===== src/rtl/cpu_pkg.sv =====
// Shared definitions for the 8-bit RISC CPU: opcodes, default widths and
// the memory responder state encoding.
package cpu_pkg;

   localparam logic [2:0] OP_HLT = 3'd0;
   localparam logic [2:0] OP_SKZ = 3'd1;
   localparam logic [2:0] OP_ADD = 3'd2;
   localparam logic [2:0] OP_AND = 3'd3;
   localparam logic [2:0] OP_XOR = 3'd4;
   localparam logic [2:0] OP_LDA = 3'd5;
   localparam logic [2:0] OP_STO = 3'd6;
   localparam logic [2:0] OP_JMP = 3'd7;

   localparam int CPU_AWIDTH = 5;
   localparam int CPU_DWIDTH = 8;

   typedef enum logic [1:0] {
      IDLE       = 2'd0,
      READ       = 2'd1,
      WRITE_HOLD = 2'd2
   } mem_state_t;

endpackage


===== src/rtl/cpu_mem_array.sv =====
// Single-write, asynchronous-read word storage. Word width WW includes the
// parity column when the top builds with CPU_MEM_PARITY_EN. Contents are not reset.
module cpu_mem_array #(
   parameter int AWIDTH = 5,
   parameter int WW     = 8
) (
   input  logic              clk,
   input  logic              we,
   input  logic [AWIDTH-1:0] waddr,
   input  logic [WW-1:0]     wword,
   input  logic [AWIDTH-1:0] raddr,
   output logic [WW-1:0]     rword
);

   logic [WW-1:0] mem_q [2**AWIDTH];

   always_ff @(posedge clk) begin
      if (we) begin
         mem_q[waddr] <= wword;
      end
   end

   assign rword = mem_q[raddr];

endmodule


===== src/rtl/cpu_mem_responder.sv =====
// CPU memory slave: rd/wr strobe FSM, idle-time loader port, registered read data.
// Optional even-parity column and sticky par_err when CPU_MEM_PARITY_EN is defined.
module cpu_mem_responder
   import cpu_pkg::*;
#(
   parameter int AWIDTH = CPU_AWIDTH,
   parameter int DWIDTH = CPU_DWIDTH
) (
   input  logic              clk,
   input  logic              rst_n,
   input  logic [AWIDTH-1:0] addr,
   input  logic              rd,
   input  logic              wr,
   input  logic [DWIDTH-1:0] wdata,
   output logic [DWIDTH-1:0] rdata,
   output logic              rdata_oe,
   input  logic              ld_valid,
   output logic              ld_ready,
   input  logic [AWIDTH-1:0] ld_addr,
   input  logic [DWIDTH-1:0] ld_data,
   output logic              par_err
);

`ifdef CPU_MEM_PARITY_EN
   localparam int WW = DWIDTH + 1;
`else
   localparam int WW = DWIDTH;
`endif

   function automatic logic [WW-1:0] make_word(input logic [DWIDTH-1:0] d);
`ifdef CPU_MEM_PARITY_EN
      return {^d, d};
`else
      return d;
`endif
   endfunction

   mem_state_t        state_q, state_d;
   logic [DWIDTH-1:0] rdata_q, rdata_d;
   logic              rdata_oe_q, rdata_oe_d;
   logic              we;
   logic [AWIDTH-1:0] waddr;
   logic [WW-1:0]     wword;
   logic [WW-1:0]     rword;
   logic              rd_latch;

   assign ld_ready = (state_q == IDLE) && !rd && !wr;

   always_comb begin
      state_d    = state_q;
      rdata_d    = rdata_q;
      rdata_oe_d = rdata_oe_q;
      we         = 1'b0;
      waddr      = addr;
      wword      = make_word(wdata);
      rd_latch   = 1'b0;
      unique case (state_q)
         IDLE: begin
            // Write beats read when both strobes arrive together.
            if (wr) begin
               we         = 1'b1;
               rdata_oe_d = 1'b0;
               state_d    = WRITE_HOLD;
            end else if (rd) begin
               rd_latch   = 1'b1;
               state_d    = READ;
            end else if (ld_valid) begin
               we    = 1'b1;
               waddr = ld_addr;
               wword = make_word(ld_data);
            end
         end
         READ: begin
            if (wr) begin
               we         = 1'b1;
               rdata_oe_d = 1'b0;
               state_d    = WRITE_HOLD;
            end else if (rd) begin
               rd_latch = 1'b1;
            end else begin
               rdata_oe_d = 1'b0;
               state_d    = IDLE;
            end
         end
         WRITE_HOLD: begin
            rdata_oe_d = 1'b0;
            if (!wr) begin
               state_d = IDLE;
            end
         end
         default: begin
            rdata_oe_d = 1'b0;
            state_d    = IDLE;
         end
      endcase
      if (rd_latch) begin
         rdata_d    = rword[DWIDTH-1:0];
         rdata_oe_d = 1'b1;
      end
   end

   always_ff @(posedge clk or negedge rst_n) begin
      if (!rst_n) begin
         state_q    <= IDLE;
         rdata_q    <= '0;
         rdata_oe_q <= 1'b0;
      end else begin
         state_q    <= state_d;
         rdata_q    <= rdata_d;
         rdata_oe_q <= rdata_oe_d;
      end
   end

`ifdef CPU_MEM_PARITY_EN
   logic par_err_q, par_err_d;

   // A stored word with odd overall parity has been corrupted.
   always_comb begin
      par_err_d = par_err_q | (rd_latch & (^rword));
   end

   always_ff @(posedge clk or negedge rst_n) begin
      if (!rst_n) begin
         par_err_q <= 1'b0;
      end else begin
         par_err_q <= par_err_d;
      end
   end

   assign par_err = par_err_q;
`else
   assign par_err = 1'b0;
`endif

   assign rdata    = rdata_q;
   assign rdata_oe = rdata_oe_q;

   cpu_mem_array #(
      .AWIDTH (AWIDTH),
      .WW     (WW)
   ) u_array (
      .clk   (clk),
      .we    (we),
      .waddr (waddr),
      .wword (wword),
      .raddr (addr),
      .rword (rword)
   );

endmodule

===== config.mk =====
export PLATFORM = sky130hd
export DESIGN_NAME = cpu_mem_responder
export DESIGN_NICKNAME = d
export VERILOG_FILES = /design/src/rtl/cpu_pkg.sv /design/src/rtl/cpu_mem_array.sv /design/src/rtl/cpu_mem_responder.sv
export SDC_FILE = /design/constraint.sdc
export NUM_CORES = 1
export LEC_CHECK = 0
export ABC_AREA = 1
export CORE_MARGIN = 2
export CORE_UTILIZATION = 35
export DETAILED_ROUTE_END_ITERATION = 10
export DONT_BUFFER_PORTS = 1
export RECOVER_POWER = 50
export SLEW_MARGIN = 25
export SYNTH_ARGS = -nofsm -noshare
export SYNTH_HDL_FRONTEND = slang
export SYNTH_SLANG_ARGS = --single-unit

===== constraint.sdc =====
create_clock -name clk -period 2.9 [get_ports clk]
set_input_delay 0.145 -clock clk [delete_from_list [all_inputs] [get_ports clk]]
set_output_delay 0.145 -clock clk [all_outputs]
set_load 0.02 [all_outputs]

==> results.md <==
* Number of vias per cell at 5.06
* Synth unique cells at 27
* Die ar. at 33200 um^2
* FF-to-FF path depth at 6
* Largest net degree at the start of global routing at 130
* Flop pwr share at 0.512
* Area Growth Syn to Fin at 14.6%
* Switch share at 0.224
* Crit path launch type: register
* Htree depth at 1
* Setup Skew at 0.0136 ns
* Setup Fix Bufs, Post-CTS at 0
* Slew @ Worst Pin at 1.13 ns
* RSZ-0062 raised after global routing: false
* Die W at ~180 um
* Fmax achieved at 400 MHz
* Diode count at 0
* Worst R2R Start: state_q[1]
* Clock sinks at 267
* Critical path, cell by cell: nor2_1, nand3_2, inv_4, nand2_8, mux2_1, clkbuf_2
* Routed via count at 7179
* DRT iter0 DRCs at between 700 and 800
* Core Area at 31400 um^2
* Crit path DAT at between 2 and 3 ns
* Die height at 182 um
* Cells after Synth at 964
* Clk pwr share at 0.428
* Share of cells above drive strength 1 at 0.122
* Post-synth top area share at 0.692
* Vias in the first global route at 7066
* TNS Setup at 0 ns
* Comb power frac at 0.060
* Hold Vio Cnt, Final at 0
* Synth area leaders: edfxtp_1, nand2_1, nand3_1, dfrtp_1, buf_2
* Initial Util at 0.354
* Outcome: completed
* Commonest non-fill, non-tap cell in the layout: nand2_1
* Nets at ~1.0k
* Peak supply drop at 0.383 mV
* PwrDens at 668 nW/um^2
* GRT overflow at 0
* Synthesized area at 11100 um^2
* YS warnings at 0
* DP Area at 11800 um^2
* Clock slew at reported path FFs at ~0.06 ns
* FP Rows at between 60 and 70
* Max incr delay on CP at 0.74 ns
* Slew HR at 0.244
* Cell at the slowest stage of the critical path: mux2_1
* Int Pwr at between 6 and 7 mW
* CTS tree: yes
* Period utilization at 0.862
* TritonCTS Buffers at 28
* Post-route insts no fill at approximately 1.4k
* Inst Count DP at about 1.4k
* Worst hold path type: primary input to asynchronous set/reset pin
* Yosys reg bits at roughly 270
* CTS resizes at 0
* Global-route wire length before repair at 41800 um
* Final HPWL DP at approximately 16000 um
* 1st-pass router iterations at 5
* Mapped Avg Cell Area at 11.5 um^2
* Post-synthesis sequential area ratio at 0.717
* Cts-stage hold buffer count at 8
* IO Pins at 42
* Clk Latency, worst-skew pair at 0.54 ns
* R2r endpoint: u_array.mem_q[15][1]
* WL per Instance at 19.5 um
* Port Buf Inserts at 0
* Total Wirelength at 27700 um
* Tot Pwr at approximately 8.5 mW
* Final Cell Area at 12700 um^2
* Reg-to-reg slack, setup at ~0.40 ns
* WP data required at 3.17 ns
* Initial antenna violation count at 0
* Remaining DRCs at 0
* Leak pwr at 4.64 nW
* Worst Path Max Fanout at 18
* Sw power at 1.91 mW
* CTS max path bufs at 3
* CP Capture Type: register
* Most frequent cells in the layout: nand2_1, edfxtp_1, nand3_1
* Final setup violation count at 0
* Tot GR Track Use at 0.166
* GPL Wtd Cong at between 0.7 and 0.8
* Fin. max-slew vios at 0
* Post-route antenna net violation count at 0
* Max-cap violations at 0
* Fin crit period at 2.50 ns
* Syn Nets at roughly 1000
* Cell accounting for the most synthesized area: edfxtp_1
* CP Class: register to register
* CTS root buf: clkbuf_16
==> cells in the mapped netlist, drive strengths merged <==
library cell    n
nor3            1
nor2           37
nand3         222
o21ai           6
conb            1
nand2         352
inv            11
dfrtp          11
buf            45
a21oi           1
clkinv          3
edfxtp        256
mux2            8
clkbuf         10
==> power by group through the flow <==
stage                     Combinational, mW  Sequential, mW  Clock [mW]
final                                 0.514            4.35        3.64
after global routing                  0.569            4.35        3.84
after CTS                             0.529            4.35        3.70
after detailed placement              0.510            4.43           0
after global placement                0.506            4.43           0
after floorplan                       0.366            4.42           0
==> metal layers <==
layer	global-route usage	vias to the layer above	share of wire
met1	0.235	3474	0.44
met2	0.270	247	0.47
li1	-	3418	-
met5	0	-	0
met3	0.0301	40	0.079
met4	0.0323	0	0.017
==> metrics by stage <==
step,util,hold WS [ns],setup WS (ns)
floorplan,-,-0.151,0.841
global placement,0.374,-0.150,0.665
detailed placement,0.374,-0.150,0.641
CTS,0.407,0.0212,0.584
global route,0.406,0.0540,0.270
finish,0.406,0.00887,0.401
==> registers in the layout, summed over array words and instances (netlist names) <==
register and count:
rdata 8, state_q 2, u_array.mem_q 256, rdata_oe 1
==> critical path, delay by kind of cell, from the launching register on <==
| family | cells | cell delay [ns] |
|---|---|---|
| buffers and inverters | 2 | 0.65 |
| flip-flops | 1 | 0.41 |
| multiplexers | 1 | 0.74 |
| AND/OR/NAND/NOR | 3 | 0.40 |
==> cell type report <==
class / count / area [um^2]
flip-flops and latches: 267 / 7960
clock buffers: 36 / 815
well taps: 402 / 503
clock inverters: 16 / 138
inverters: 14 / 61.3
multi-input cells: 628 / 2820
fillers: 3004 / 18700
repair buffers: 56 / 435
==> how the worst max path moves through the flow <==
stage	startpoint	end	slack, ns	cells after the start
detailed placement	state_q[1]	u_array.mem_q[0][2]	0.64	10
global placement	state_q[1]	u_array.mem_q[20][3]	0.67	9
CTS	u_array.mem_q[20][4]	rdata[4]	0.58	10
finish	state_q[1]	u_array.mem_q[15][1]	0.40	6
global route	state_q[1]	u_array.mem_q[29][0]	0.27	6
floorplan	state_q[1]	u_array.mem_q[0][0]	0.84	9
==> logic make-up after synthesis <==
family                 Yosys count  share of synthesized area
AO/OA/AOI/OAI                    7                    0.00552
flip-flops                     267                      0.717
AND/OR/NAND/NOR                612                      0.240
other                            1                   0.000337
multiplexers                     8                    0.00811
buffers and inverters           69                     0.0293
No activity file was read; power rests on OpenSTA's default activity.
